[src/rtl/adder_operand_fifo.sv]
// First-word-fall-through FIFO of operand pairs feeding the ripple adder.
// Every output is a flop, so the adder inputs and both handshakes are free of input-to-output paths.
module adder_operand_fifo #(
    parameter  int WIDTH = 16,
    parameter  int DEPTH = 4,
    localparam int CNTW  = $clog2(DEPTH + 1)
) (
    input  logic             Clk,
    input  logic             Rst,
    input  logic             InValid,
    output logic             InReady,
    input  logic [WIDTH-1:0] InA,
    input  logic [WIDTH-1:0] InB,
    output logic             OutValid,
    input  logic             OutReady,
    output logic [WIDTH-1:0] OutA,
    output logic [WIDTH-1:0] OutB,
    output logic [CNTW-1:0]  Count,
    output logic             Overflow
);

    localparam int             PTRW     = $clog2(DEPTH);
    localparam logic [PTRW-1:0] PTR_ONE  = PTRW'(1);
    localparam logic [CNTW-1:0] CNT_ONE  = CNTW'(1);
    localparam logic [CNTW-1:0] CNT_FULL = CNTW'(DEPTH);
    localparam logic [CNTW-1:0] CNT_ZERO = CNTW'(0);

    logic [WIDTH-1:0] mem_a_r [DEPTH];
    logic [WIDTH-1:0] mem_b_r [DEPTH];
    logic [PTRW-1:0]  wr_ptr_r;
    logic [PTRW-1:0]  rd_ptr_r;
    logic [CNTW-1:0]  count_r;
    logic             in_ready_r;
    logic             out_valid_r;
    logic [WIDTH-1:0] out_a_r;
    logic [WIDTH-1:0] out_b_r;
    logic             overflow_r;

    logic             push_s;
    logic             pop_s;
    logic [PTRW-1:0]  wr_ptr_nxt_s;
    logic [PTRW-1:0]  rd_ptr_nxt_s;
    logic [CNTW-1:0]  count_nxt_s;
    logic [WIDTH-1:0] head_a_nxt_s;
    logic [WIDTH-1:0] head_b_nxt_s;

    assign push_s = InValid & in_ready_r;
    assign pop_s  = out_valid_r & OutReady;

    // Pointer and occupancy update for this edge's handshakes.
    always_comb begin
        wr_ptr_nxt_s = wr_ptr_r;
        rd_ptr_nxt_s = rd_ptr_r;
        count_nxt_s  = count_r;
        case ({push_s, pop_s})
            2'b10: begin
                wr_ptr_nxt_s = wr_ptr_r + PTR_ONE;
                count_nxt_s  = count_r + CNT_ONE;
            end
            2'b01: begin
                rd_ptr_nxt_s = rd_ptr_r + PTR_ONE;
                count_nxt_s  = count_r - CNT_ONE;
            end
            2'b11: begin
                wr_ptr_nxt_s = wr_ptr_r + PTR_ONE;
                rd_ptr_nxt_s = rd_ptr_r + PTR_ONE;
            end
            default: begin
                wr_ptr_nxt_s = wr_ptr_r;
                rd_ptr_nxt_s = rd_ptr_r;
                count_nxt_s  = count_r;
            end
        endcase
    end

    // Next head entry; the slot being written this edge becomes the head when the FIFO
    // held zero entries (push only) or one entry (push with pop), so forward it from the input.
    always_comb begin
        head_a_nxt_s = {WIDTH{1'b0}};
        head_b_nxt_s = {WIDTH{1'b0}};
        if (count_nxt_s == CNT_ZERO) begin
            head_a_nxt_s = {WIDTH{1'b0}};
            head_b_nxt_s = {WIDTH{1'b0}};
        end else if (push_s && (wr_ptr_r == rd_ptr_nxt_s)) begin
            head_a_nxt_s = InA;
            head_b_nxt_s = InB;
        end else begin
            head_a_nxt_s = mem_a_r[rd_ptr_nxt_s];
            head_b_nxt_s = mem_b_r[rd_ptr_nxt_s];
        end
    end

    // Operand storage; contents are don't-care after reset so no reset term.
    always_ff @(posedge Clk) begin
        if (push_s && !Rst) begin
            mem_a_r[wr_ptr_r] <= InA;
            mem_b_r[wr_ptr_r] <= InB;
        end
    end

    // Control state and registered outputs; reset wins over any handshake.
    always_ff @(posedge Clk) begin
        if (Rst) begin
            wr_ptr_r    <= {PTRW{1'b0}};
            rd_ptr_r    <= {PTRW{1'b0}};
            count_r     <= CNT_ZERO;
            in_ready_r  <= 1'b1;
            out_valid_r <= 1'b0;
            out_a_r     <= {WIDTH{1'b0}};
            out_b_r     <= {WIDTH{1'b0}};
            overflow_r  <= 1'b0;
        end else begin
            wr_ptr_r    <= wr_ptr_nxt_s;
            rd_ptr_r    <= rd_ptr_nxt_s;
            count_r     <= count_nxt_s;
            in_ready_r  <= (count_nxt_s != CNT_FULL);
            out_valid_r <= (count_nxt_s != CNT_ZERO);
            out_a_r     <= head_a_nxt_s;
            out_b_r     <= head_b_nxt_s;
            overflow_r  <= overflow_r | (InValid & ~in_ready_r);
        end
    end

    assign InReady  = in_ready_r;
    assign OutValid = out_valid_r;
    assign OutA     = out_a_r;
    assign OutB     = out_b_r;
    assign Count    = count_r;
    assign Overflow = overflow_r;

endmodule

[config.mk]
export PLATFORM = sky130hd
export DESIGN_NAME = adder_operand_fifo
export DESIGN_NICKNAME = d
export VERILOG_FILES = /design/src/rtl/adder_operand_fifo.sv
export SDC_FILE = /design/constraint.sdc
export NUM_CORES = 1
export LEC_CHECK = 0
export CORE_ASPECT_RATIO = 0.75
export CORE_MARGIN = 2
export CORE_UTILIZATION = 55
export DETAILED_ROUTE_END_ITERATION = 7
export PLACE_DENSITY_LB_ADDON = 0.25
export SYNTH_ARGS = -nofsm -noshare
export SYNTH_HDL_FRONTEND = slang
export SYNTH_SLANG_ARGS = --single-unit
[constraint.sdc]
create_clock -name Clk -period 8.8 [get_ports Clk]
set_input_delay 1.32 -clock Clk [delete_from_list [all_inputs] [get_ports Clk]]
set_output_delay 1.32 -clock Clk [all_outputs]
set_load 0.02 [all_outputs]
==> results of run 1 <==
[per-stage QoR]
step	area (um2)	total power [mW]	hold slack (ps)
final	8630	2.57	486
after global routing	8630	2.67	509
after CTS	8630	2.57	483
after detailed placement	8030	1.81	467
after global placement	8030	1.78	446
after floorplan	7310	1.54	492
[registers in the layout, summed over array words and instances, names as in the netlist]
signal	cells
mem_a_r	64
mem_b_r	64
OutA	16
OutB	16
Count	3
rd_ptr_r	2
wr_ptr_r	2
InReady	1
OutValid	1
Overflow	1
[per-layer routing]
layer / share of wire [%] / global-route usage [%] / vias up / wire length [um]
met5: 0 / 0 / - / 0
met4: 1.2 / 7.00 / 0 / 203
met3: 7.2 / 6.04 / 25 / 1210
met2: 49 / 39.2 / 216 / 8310
met1: 42 / 33.0 / 2502 / 7090
li1: - / - / 2238 / -
[cell type report]
cell class	instances	area, um2
Sequential cell	170	4690
Multi-Input combinational cell	310	2340
Tap cell	171	214
Clock inverter	14	171
Fill cell	919	4350
Clock buffer	18	429
Inverter	4	15.0
Timing Repair Buffer	78	768
[cells by family after synthesis]
family	Yosys count
AND/OR/NAND/NOR	93
AO/OA/AOI/OAI	169
flip-flops	170
XOR/XNOR	7
buffers and inverters	55
multiplexers	35
adder cells (fa/ha/maj)	6
[worst register-to-register path, delay by kind of cell (launching register included)]
family	cells	cell delay [ps]
AO/OA/AOI/OAI	2	1290
adder cells (fa/ha/maj)	2	900
flip-flops	1	350
buffers and inverters	3	1040
AND/OR/NAND/NOR	3	520
[cells in the mapped netlist, drive strengths merged, types with 2 or more instances]
| cell | n |
|---|---|
| dfxtp | 42 |
| o221ai | 32 |
| or3 | 2 |
| mux2 | 33 |
| nor3 | 33 |
| xor2 | 3 |
| nor2 | 8 |
| nand2 | 6 |
| edfxtp | 128 |
| nor3b | 34 |
| and2 | 4 |
| a32o | 32 |
| clkbuf | 21 |
| o22ai | 32 |
| a21oi | 3 |
| buf | 29 |
| xnor2 | 4 |
| ha | 5 |
| inv | 4 |
| o21ai | 64 |
| mux2i | 2 |
[where the power goes]
| part | internal (mW) | leakage (nW) | switching, mW |
|---|---|---|---|
| combinational | 0.333 | 0.920 | 0.401 |
| sequential | 0.973 | 1.51 | 0.0970 |
| clock | 0.448 | 0.287 | 0.317 |
[worst paths after layout]
path                            endpoint     start  cells past startpoint
worst min register to register  Overflow  Overflow                      2
worst min-delay path            Overflow  Overflow                      2
worst max-delay path            OutB[10]  OutReady                     11
worst max register to register  OutB[10]  OutValid                     10
[placed cells by master, fill, tap and decap left out, types with 2 or more instances in the layout]
cell	count
nor3_1	33
o22ai_1	32
dfxtp_1	40
edfxtp_1	128
ha_1	5
and2_2	4
clkinvlp_4	3
nand2_1	5
nor2_1	8
clkdlybuf4s50_1	73
mux2i_1	2
inv_6	3
o21ai_0	64
a32o_2	13
bufinv_16	3
clkinv_2	3
buf_4	5
nor3b_1	34
mux2_2	33
clkinv_4	2
a32o_1	19
xnor2_1	4
a21oi_1	3
xor2_1	3
o221ai_1	32
inv_1	3
clkbuf_16	17
==> run summary, run 1 <==
Status - finished clean
Largest cells by area after synthesis - edfxtp_1 53%, dfxtp_1 11%, mux2_2 5.1%
Die Span Y - 104 um
Multiplexer share of the synthesized area - 5.36%
Remaining DRCs - 0
Share of synthesized registers carrying an async set or reset - 0%
Synth Instances - 535
CTS H-tree lvls - 4
Worst-skew pair later-pin latency - 430 ps
Number of I/O pins - 74
Core Area - 13000 um2
Crit path max-delay family - buffers and inverters
Fin util - 66.5%
WL per Instance - 22.0 um
Tot GR Track Use - 24.4%
Initial antenna violation count - 0
Wirelength, routed - 16800 um
CTS tree - done
Fin. Hold Viols - 0
VDD IR max - 178 uV
Worst setup margin - 3620 ps
Final nets - 623
WP buf/inv - 4
Overflow after GRT - 0
Avg Cell Area, Syn - 13.7 um2
Clk sink count - 170
Synthesized-area fraction occupied by and/or/nand/nor cells - 7.84%
RSZ-0062 raised after global routing - false
Number of buffers added on ports - 73
Final period util - 58.9%
Final Skew - 8.42 ps
1st-iter DRT viols - 619
Via count - 4981
Final Max Slew Viols - 0
Final min period - 5180 ps
Post-DP HPWL - 8590 um
Synth Area in XOR/XNOR - 0.838%
Share of cells above drive strength 1 - 16.0%
Die Width - 137 um
First-pass GRT wire length - 26400 um
Post-CTS Resized - 0
CTS Buffer Depth - 2
Hold_buf cts - 0
GP Congestion - 0.740
Crit-path most repeated cell - buf_4
Max FO, Critical Path - 69
Pwr dens - 298 nW/um2
Worst path max stage delay - 950 ps
Place WS - 3270 ps
Post-CTS Repair Setup Buffers - 0
Largest family of logic cells by synthesized area - compound AO/OA/AOI/OAI gates
Placed instance count - 733
Actual slew at the worst max-slew pin - 1210 ps
Register area share after synthesis - 64.1%
Yosys top cell by area - edfxtp_1
Seq cells post-synth - 170
Final Setup Violations - 0
CP required - 9160 ps
Detailed Routing Iterations Pass 1 - 5
Post-synthesis cell type count - 41
Rows - 36
Die area - 14200 um2
Element type at the critical path end - flop
Total of max-cap violations - 0
Startpoint types - input pin
Fmax - 0.193 GHz
Area share of the largest cell type after synthesis - 52.6%
Leak pwr - 2.72 nW
Vias in the first global route - 4936
Antenna Cells - 0
EDFF count, synth - 128
Slowest-stage cell, CP - a32oi_4
Clk root buf - clkbuf_16
Synth Area in Compound Gates - 16.7%
Largest net degree at the start of global routing - 134
CTS clk-pin slew, worst paths - 70 ps
Worst path cell trace - clkdlybuf4s50_1 -> nand2_2 -> buf_4 -> inv_2 -> buf_4 -> ha_1 -> fa_1 -> nor3b_1 -> or3_4 -> a32oi_4 -> a32o_2
FF-to-FF setup slack - 4630 ps
Kind of critical path - in -> reg
Ys flop type - edfxtp_1
Worst hold path type - reg -> reg
Antenna Nets Post-Route - 0
Fraction of the mapped netlist area in adder cells - 1.13%
Final TNS setup - 0 ps
Syn_nets - 577
Cts bufs inserted - 17
Synth Cell Area - 7310 um2
Area Overhead vs Synth - 18.0%
Ys Warns - 0
Starting Density - 56.4%
DR vias/cell - 6.51
Max-slew headroom - 19.2%
Post-Layout Cell Count - 765
WP data arrival - 5550 ps
Note: power is estimated with default switching activity, not from simulation.
==> run 2: changes to the inputs <==
--- a/config.mk
+++ b/config.mk
@@ -7,7 +7,7 @@
 export LEC_CHECK = 0
 export CORE_ASPECT_RATIO = 0.75
 export CORE_MARGIN = 2
-export CORE_UTILIZATION = 55
+export CORE_UTILIZATION = 51
 export DETAILED_ROUTE_END_ITERATION = 7
 export PLACE_DENSITY_LB_ADDON = 0.25
 export SYNTH_ARGS = -nofsm -noshare
==> constraint.sdc (replaced) <==
create_clock -name Clk -period 4.7 [get_ports Clk]
set_input_delay 0.705 -clock Clk [delete_from_list [all_inputs] [get_ports Clk]]
set_output_delay 0.705 -clock Clk [all_outputs]
set_load 0.02 [all_outputs]
==> run 2 against run 1 <==
Net effect: global-route usage is 1.8 points lower; non-clock buffer count is 1 higher; clock skew is 0.58 ps lower; largest power group unchanged; critical path type unchanged; critical path depth is 3 lower; clock power is 82% higher.
==> run summary, run 2 (same netlist as run 1, synthesis figures left out) <==
WL per Instance - 22.0 um (+0.17%)
First-pass GRT wire length - 26200 um (-0.73%)
Rows - 37 (+2.8%)
Kind of critical path - in -> reg
VDD IR max - 303 uV (+70%)
Element type at the critical path end - flop
WL met2 - 8100 um (-2.5%)
Final Setup Violations - 0 (unchanged)
Gate power share - 30.3% (+1.7 points)
Worst-skew pair later-pin latency - 420 ps (about the same)
NetSw - 1.53 mW (+87%)
Clk sink count - 170 (unchanged)
Starting Density - 52.8% (-3.5 points)
Largest net degree at the start of global routing - 128 (-4.5%)
Final nets - 624 (+0.16%)
Antenna Nets Post-Route - 0 (unchanged)
Status - finished clean
Number of buffers added on ports - 73 (unchanged)
Fmax - 0.280 GHz
Cell internal pwr - 3.25 mW (+85%)
CTS Buffer Depth - 2 (unchanged)
Fin. Hold Viols - 0 (unchanged)
CTS H-tree lvls - 4 (unchanged)
Clk root buf - clkbuf_16
Place WS - 810 ps (-2460 ps)
Startpoint types - input pin
Pwr dens - 553 nW/um2 (+86%)
Worst hold path type - reg -> reg
RSZ-0062 raised after global routing - false
CP required - 5050 ps (-4110 ps)
Final min period - 3570 ps
Max FO, Critical Path - 32 (-54%)
Leak pwr - 2.72 nW (about the same)
Final Max Slew Viols - 0 (unchanged)
Clock Power Share - 29.1% (-0.7 points)
Top routing layer used - met4
Die Span Y - 108 um (+3.7%)
Post-DP HPWL - 8930 um (+3.9%)
Die area - 15300 um2 (+7.6%)
Sw frac - 32.0% (+0.28 points)
1st-iter DRT viols - 507 (-18%)
Number of I/O pins - 74 (unchanged)
Initial antenna violation count - 0 (unchanged)
Wirelength, routed - 17000 um (+0.83%)
Most frequent cells in the layout - 128 x edfxtp_1, 73 x clkdlybuf4s50_1, 64 x o21ai_0
Routed met3 length - 1270 um (+4.5%)
Most common cell after layout, fill and taps aside - edfxtp_1
Antenna Cells - 0 (unchanged)
Post-CTS Repair Setup Buffers - 0 (unchanged)
Tot GR Track Use - 22.6% (-1.8 points)
Final period util - 75.9%
DR vias/cell - 6.45 (-0.99%)
Worst setup margin - 1130 ps (-2480 ps)
Area Overhead vs Synth - 18.0% (about the same)
Wl on met1 - 7370 um (+4.0%)
Fill cells - 1023 (+11%)
Core Area - 13800 um2 (+6.7%)
Die Width - 142 um (+3.7%)
Top flop regs - mem_a_r (64), mem_b_r (64)
Total of max-cap violations - 0 (unchanged)
Share of cells above drive strength 1 - 16.3% (+0.31 points)
Flop pwr share - 40.6% (-1.1 points)
Actual slew at the worst max-slew pin - 1300 ps (+92.4 ps)
GP Congestion - 0.804 (+8.7%)
Post-CTS Resized - 0 (unchanged)
Vias in the first global route - 4977 (+0.83%)
Final TNS setup - 0 ps (unchanged)
CTS tree - done
FF-to-FF setup slack - 1550 ps (-3080 ps)
Hold_buf cts - 0 (unchanged)
Final Skew - 7.84 ps (-0.583 ps)
CTS clk-pin slew, worst paths - 70 ps (about the same)
Cts bufs inserted - 17 (unchanged)
Detailed Routing Iterations Pass 1 - 7 (+2)
Max-slew headroom - 13.0% (-6.2 points)
Overflow after GRT - 0 (unchanged)
WP data arrival - 3920 ps (-1630 ps)
Remaining DRCs - 0 (unchanged)
Via count - 4964 (-0.34%)
Hold Slack - 500 ps (+14.1 ps)
==> run 2: layout make-up <==
class	instances	area (um2)	share of cell area, %
well taps	175	219	2.54
clock inverters	14	146	1.70
repair buffers	79	776	8.99
multi-input cells	310	2340	27.1
flip-flops and latches	170	4690	54.4
clock buffers	18	439	5.09
inverters	4	15.0	0.174
==> run 2: power by group through the flow <==
stage	sequential [mW]	clock (mW)	combinational [mW]
2_1_floorplan	2.11	0	0.769
3_3_place_gp	1.97	0	1.37
3_5_place_dp	1.97	0	1.42
4_1_cts	1.94	1.40	1.43
5_1_grt	1.95	1.46	1.54
6_report	1.94	1.39	1.44
==> run 2: metal layers <==
| layer | vias up | track usage (%) |
|---|---|---|
| met5 | - | 0 |
| met2 | 261 | 36.4 |
| li1 | 2241 | - |
| met1 | 2432 | 30.4 |
| met4 | 0 | 6.93 |
| met3 | 30 | 5.56 |
==> run 2: critical path: stages <==
cell and delay [ps]:
clkdlybuf4s50_1 500, nand2_1 130, ha_1 260, fa_1 520, nor3b_1 80, or3_4 360
a32oi_4 1010, a32o_1 340
==> run 2: metrics by stage <==
stage	total power, mW	util [%]	std cells	cell area (um2)
2_1_floorplan	2.88	-	535	7310
6_report	4.77	62.3	770	8620
4_1_cts	4.77	62.3	770	8620
3_5_place_dp	3.38	58.1	738	8040
3_3_place_gp	3.34	58.1	738	8040
5_1_grt	4.96	62.3	770	8620
==> run 2: worst paths after layout <==
path / start / end / cells after the start
hold reg to reg: Overflow / Overflow / 2
setup reg to reg: InReady / OutA[2] / 7
hold / removal: Overflow / Overflow / 2
setup / recovery: InValid / OutA[2] / 8
==> run 3: changes to the inputs <==
==> constraint.sdc (replaced) <==
create_clock -name Clk -period 3.2 [get_ports Clk]
set_input_delay 0.48 -clock Clk [delete_from_list [all_inputs] [get_ports Clk]]
set_output_delay 0.48 -clock Clk [all_outputs]
set_load 0.02 [all_outputs]
==> run 3 against run 2 <==
Net effect: highest routed layer unchanged; die area stayed put; first-iteration DRC count down 14%; clock skew up 2.3 ps; via count grew 2.9%; combinational power is 57% higher; cell count rose by 2.5%; core utilization grew 1.7 points; wire length increased by 2.9%; non-clock buffer count grew 18; critical path depth unchanged.
==> run summary, run 3 (same netlist as run 1, synthesis figures left out) <==
Final period util - 95.6%
Pwr dens - 809 nW/um2 (+46%)
Cells on worst reg2reg path - 7 (unchanged)
Final TNS setup - 0 ps (unchanged)
Fin util - 64.0% (+1.7 points)
Remaining DRCs - 0 (unchanged)
Worst path cell trace - clkdlybuf4s50_1 -> nand2_1 -> ha_1 -> fa_1 -> nor3b_1 -> or3_4 -> a32oi_2 -> a32o_1
Worst Hold Path Cells - 2 (unchanged)
Worst hold path type - reg -> reg
Share of cells above drive strength 1 - 18.6% (+2.3 points)
Area Overhead vs Synth - 21.2%
Die area - 15300 um2 (unchanged)
VDD IR max - 594 uV (+96%)
Number of I/O pins - 74 (unchanged)
CTS tree - done
Max FO, Critical Path - 16 (-50%)
Final nets - 643 (+3.0%)
Top flop regs - mem_a_r (64), mem_b_r (64)
Tot GR Track Use - 22.8% (+0.17 points)
DR vias/cell - 6.48 (+0.46%)
Worst-skew pair later-pin latency - 420 ps (about the same)
Startpoint types - input pin
Clk root buf - clkbuf_16
Rows - 37 (unchanged)
Kind of critical path - in -> reg
Post-DP HPWL - 9480 um (+6.2%)
Core Area - 13800 um2 (unchanged)
Die Width - 142 um (unchanged)
WP buf/inv - 1 (unchanged)
WP depth - 8 (unchanged)
Worst path max stage delay - 850 ps (-160 ps)
Cts bufs inserted - 17 (unchanged)
Fmax - 0.327 GHz
RSZ-0062 raised after global routing - false
Final Skew - 10.1 ps (+2.30 ps)
Largest net degree at the start of global routing - 131 (+2.3%)
GP Congestion - 0.736 (-8.5%)
CTS Buffer Depth - 2 (unchanged)
1st-iter DRT viols - 434 (-14%)
Number of buffers added on ports - 73 (unchanged)
Final min period - 3060 ps
CTS H-tree lvls - 4 (unchanged)
Detailed Routing Iterations Pass 1 - 5 (-2)
Overflow after GRT - 0 (unchanged)
Most common cell after layout, fill and taps aside - edfxtp_1
Fin. Hold Viols - 0 (unchanged)
Most frequent cells in the layout - 128 x edfxtp_1, 73 x clkdlybuf4s50_1, 64 x o21ai_0
Leak pwr - 2.83 nW (+4.0%)
First-pass GRT wire length - 26900 um (+2.6%)
WL per Instance - 22.1 um (+0.38%)
Final Setup Violations - 0 (unchanged)
Via count - 5110 (+2.9%)
CP required - 3550 ps (-1500 ps)
Antenna Nets Post-Route - 0 (unchanged)
Initial antenna violation count - 0 (unchanged)
Element type at the critical path end - flop
WP data arrival - 3410 ps (-510 ps)
Starting Density - 52.8% (unchanged)
Dpl cell area - 8250 um2 (+2.6%)
Die Span Y - 108 um (unchanged)
Wirelength, routed - 17400 um (+2.9%)
Total of max-cap violations - 0 (unchanged)
Antenna Cells - 0 (unchanged)
Vias in the first global route - 5182 (+4.1%)
Actual slew at the worst max-slew pin - 1120 ps (-183 ps)
Final Max Slew Viols - 0 (unchanged)
Crit path max-delay family - compound AO/OA/AOI/OAI gates
Max-slew headroom - 25.2% (+12 points)
Finished layout cell area - 8860 um2 (+2.8%)
Status - finished clean
Clk sink count - 170 (unchanged)
CTS clk-pin slew, worst paths - 70 ps (about the same)
Slowest-stage cell, CP - a32oi_2
[run 3: what timing repair did]
| action | in CTS | in global routing |
|---|---|---|
| buffers inserted | 0 | 0 |
| resized for setup | 0 | 0 |
| setup endpoints to repair | 0 | 32 |
| hold buffers | 0 | 0 |
| endpoints found under the hold margin | 0 | 0 |
[run 3: layout make-up]
class	instances	area, um2
fill	1008	4980
inverter	4	15.0
sequential	170	4690
clock buffer	17	425
multi-input combinational	311	2360
clock inverter	15	173
tap	175	219
timing repair buffer	97	986
[run 3: routing by layer]
metal | GRT usage [%] | vias up | routed length (um)
met2 | 37.4 | 213 | 8490
met4 | 7.79 | 0 | 231
met1 | 30.4 | 2585 | 7530
li1 | - | 2289 | -
met5 | 0 | - | 0
met3 | 4.58 | 23 | 1180
[run 3: worst paths after layout]
check            from        to  slack (ps)
max           InValid   OutB[2]         140
min          Overflow  Overflow         480
max reg2reg   InReady   OutB[2]         310
min reg2reg  Overflow  Overflow         480
[run 3: worst register-to-register path, delay by kind of cell (launching register included)]
| family | cells | cell delay [ps] |
|---|---|---|
| compound gates | 2 | 1160 |
| fa+ha+maj | 2 | 760 |
| simple gates | 3 | 540 |
| flops | 1 | 360 |
[run 3: per-stage QoR]
| stage | std cells | setup WS (ps) | hold slack (ps) | total power, mW |
|---|---|---|---|---|
| after floorplan | 535 | 281 | 492 | 4.23 |
| after global placement | 756 | -307 | 450 | 4.99 |
| after detailed placement | 756 | -373 | 479 | 5.07 |
| after CTS | 788 | 36.2 | 494 | 7.14 |
| after global routing | 789 | 54.8 | 540 | 7.44 |
| final | 789 | 141 | 483 | 7.17 |
[run 3: power breakdown]
group / switching [mW] / internal, mW / total (mW) / leakage (nW)
registers: 0.162 / 2.67 / 2.84 / 1.51
logic: 1.27 / 0.990 / 2.26 / 1.04
clock network: 0.852 / 1.23 / 2.08 / 0.281
==> patch, RTL diff (flow settings as in run 1) <==
The parameter `DEPTH` goes from 4 to 2.
--- a/src/rtl/adder_operand_fifo.sv
+++ b/src/rtl/adder_operand_fifo.sv
@@ -2,7 +2,7 @@
 // Every output is a flop, so the adder inputs and both handshakes are free of input-to-output paths.
 module adder_operand_fifo #(
     parameter  int WIDTH = 16,
-    parameter  int DEPTH = 4,
+    parameter  int DEPTH = 2,
     localparam int CNTW  = $clog2(DEPTH + 1)
 ) (
     input  logic             Clk,
Interface: changed (resized Count); port bits go from 74 to 73. The function was not compared with the original's and may differ.
==> patch against run 1 <==
Final cell count down 43%. Worst setup slack improved by 1.6 ns. Area after synthesis is 47% lower. Hold slack better by 0.0035 ns. Die area shrank 46%. Wire length is 54% lower. Power shrank 48%. Count of clock-buffer cells in the layout is 7 lower. Sequential cell count fell by 67. Cell area decreased by 44%. Critical endpoint is now OutA[0]. Largest cell class unchanged. Largest power group unchanged.
==> patch: results (changes against run 1) <==
metric,value,unit,change
sequential fraction of the synthesis area,0.700,,was 0.641
Port-buffer cells,72,,was 73
Gate Count Post-Synth,283,,was 535
global routing met2 resource utilization,0.361,,was 0.392
FILL cells,476,,was 919
cts bufs inserted,9,,was 17
WL met2,3810,um,was 8310 um
summed instance area of the synthesized netlist,0.00386,mm2,was 0.00731 mm2
worst setup path start,Rst,,was OutReady
count of different cell masters after synthesis,20,,was 41
via count of the first global-routing pass,2503,,was 4936
synthesized-area fraction occupied by xor and xnor cells,0.0181,,was 0.00838
cell types occupying the most area after synthesis,"sky130_fd_sc_hd__edfxtp_1 (50%), sky130_fd_sc_hd__dfxtp_1 (20%), sky130_fd_sc_hd__a311oi_2 (12%)",,"was sky130_fd_sc_hd__edfxtp_1 (53%), sky130_fd_sc_hd__dfxtp_1 (11%), sky130_fd_sc_hd__mux2_2 (5.1%)"
Synthesized Nets,320,,was 577
gpl congestion,0.712,,was 0.740
count of routing violations after the opening detailed-route iteration,185,,was 619
worst vdd rail ir drop,0.133,mV,was 0.178 mV
met1 track demand over resource,0.274,,was 0.330
run status,finished clean,,unchanged
biggest registers after layout,"mem_a_r (32), mem_b_r (32)",,"was mem_a_r (64), mem_b_r (64)"
wire length on met3,423,um,was 1210 um
final wirelength,7730,um,was 16800 um
Synth area leader,sky130_fd_sc_hd__edfxtp_1,,unchanged
Global Route met3 Usage,0.0550,,was 0.0604
Worst R2R Setup Slack,6.28,ns,was 4.63 ns
P_leak,0.00165,uW,was 0.00272 uW
maximum fanout along the worst path,35,,was 69
most common library cells after synthesis,"sky130_fd_sc_hd__nand2_1 (68), sky130_fd_sc_hd__edfxtp_1 (64), sky130_fd_sc_hd__dfxtp_1 (39)",,"was sky130_fd_sc_hd__edfxtp_1 (128), sky130_fd_sc_hd__o21ai_0 (64), sky130_fd_sc_hd__dfxtp_1 (42)"
Clock Tree Root,sky130_fd_sc_hd__clkbuf_8,,was sky130_fd_sc_hd__clkbuf_16
number of enable flip-flop cells after synthesis,64,,was 128
number of detailed-routing iterations run before antenna repair,4,,was 5
normalized max-slew margin,0.328,,was 0.192
total track usage,0.213,,was 0.244
power density over cell area,273,mW/mm2,was 298 mW/mm2
Post-layout nets,386,,was 623
placement-stage cell area,0.00466,mm2,was 0.00803 mm2
worst setup timing slack at the placement stage,4.86,ns,was 3.27 ns
estimated wirelength of the detail-placed design,4460,um,was 8590 um
number of non-filler instances in the completed layout,438,,was 765
average vias per placed instance,5.72,,was 6.51
maximum number of pins on one net before global-route repair,36,,was 134
final worst clock skew,0.0128,ns,was 0.00842 ns
Synth Area in Compound Gates,0.128,,was 0.167
worst min-delay path class,register to register,,unchanged
count of placed standard cells including taps,422,,was 733
clock latency reported for the late side of the worst-skew pair,0.36,ns,was 0.43 ns
H-tree depth reported by CTS,3,,was 4
f_max,280,MHz,was 193 MHz
first-pass GRT wire length,12400,um,was 26400 um
M1 WL,3430,um,was 7090 um
stage delay of the slowest cell on the critical path,0.88,ns,was 0.95 ns
## patch: stage by stage
step                hold WS (ns)  power [uW]
floorplan                  0.520         875
global placement           0.469        1040
detailed placement         0.473        1050
CTS                        0.499        1340
global route               0.543        1390
finish                     0.490        1330
## patch: report_power, final
| part | internal (uW) | switching [uW] | leakage (uW) | total [uW] |
|---|---|---|---|---|
| registers | 584 | 26.9 | 0.000909 | 611 |
| logic | 169 | 254 | 0.000635 | 423 |
| clock network | 147 | 151 | 0.000107 | 297 |
## patch: final cells by class
type / instances / share of cell area
Tap cell: 84 / 0.0216
Multi-Input combinational cell: 156 / 0.225
Clock buffer: 11 / 0.0311
Clock inverter: 5 / 0.0116
Inverter: 4 / 0.00308
Timing Repair Buffer: 75 / 0.153
Sequential cell: 103 / 0.555
## patch: critical path: cells and delay by family
family | cells | cell delay (ns)
AO/OA/AOI/OAI | 1 | 0.22
AND/OR/NAND/NOR | 2 | 1.59
buffers and inverters | 1 | 0.60
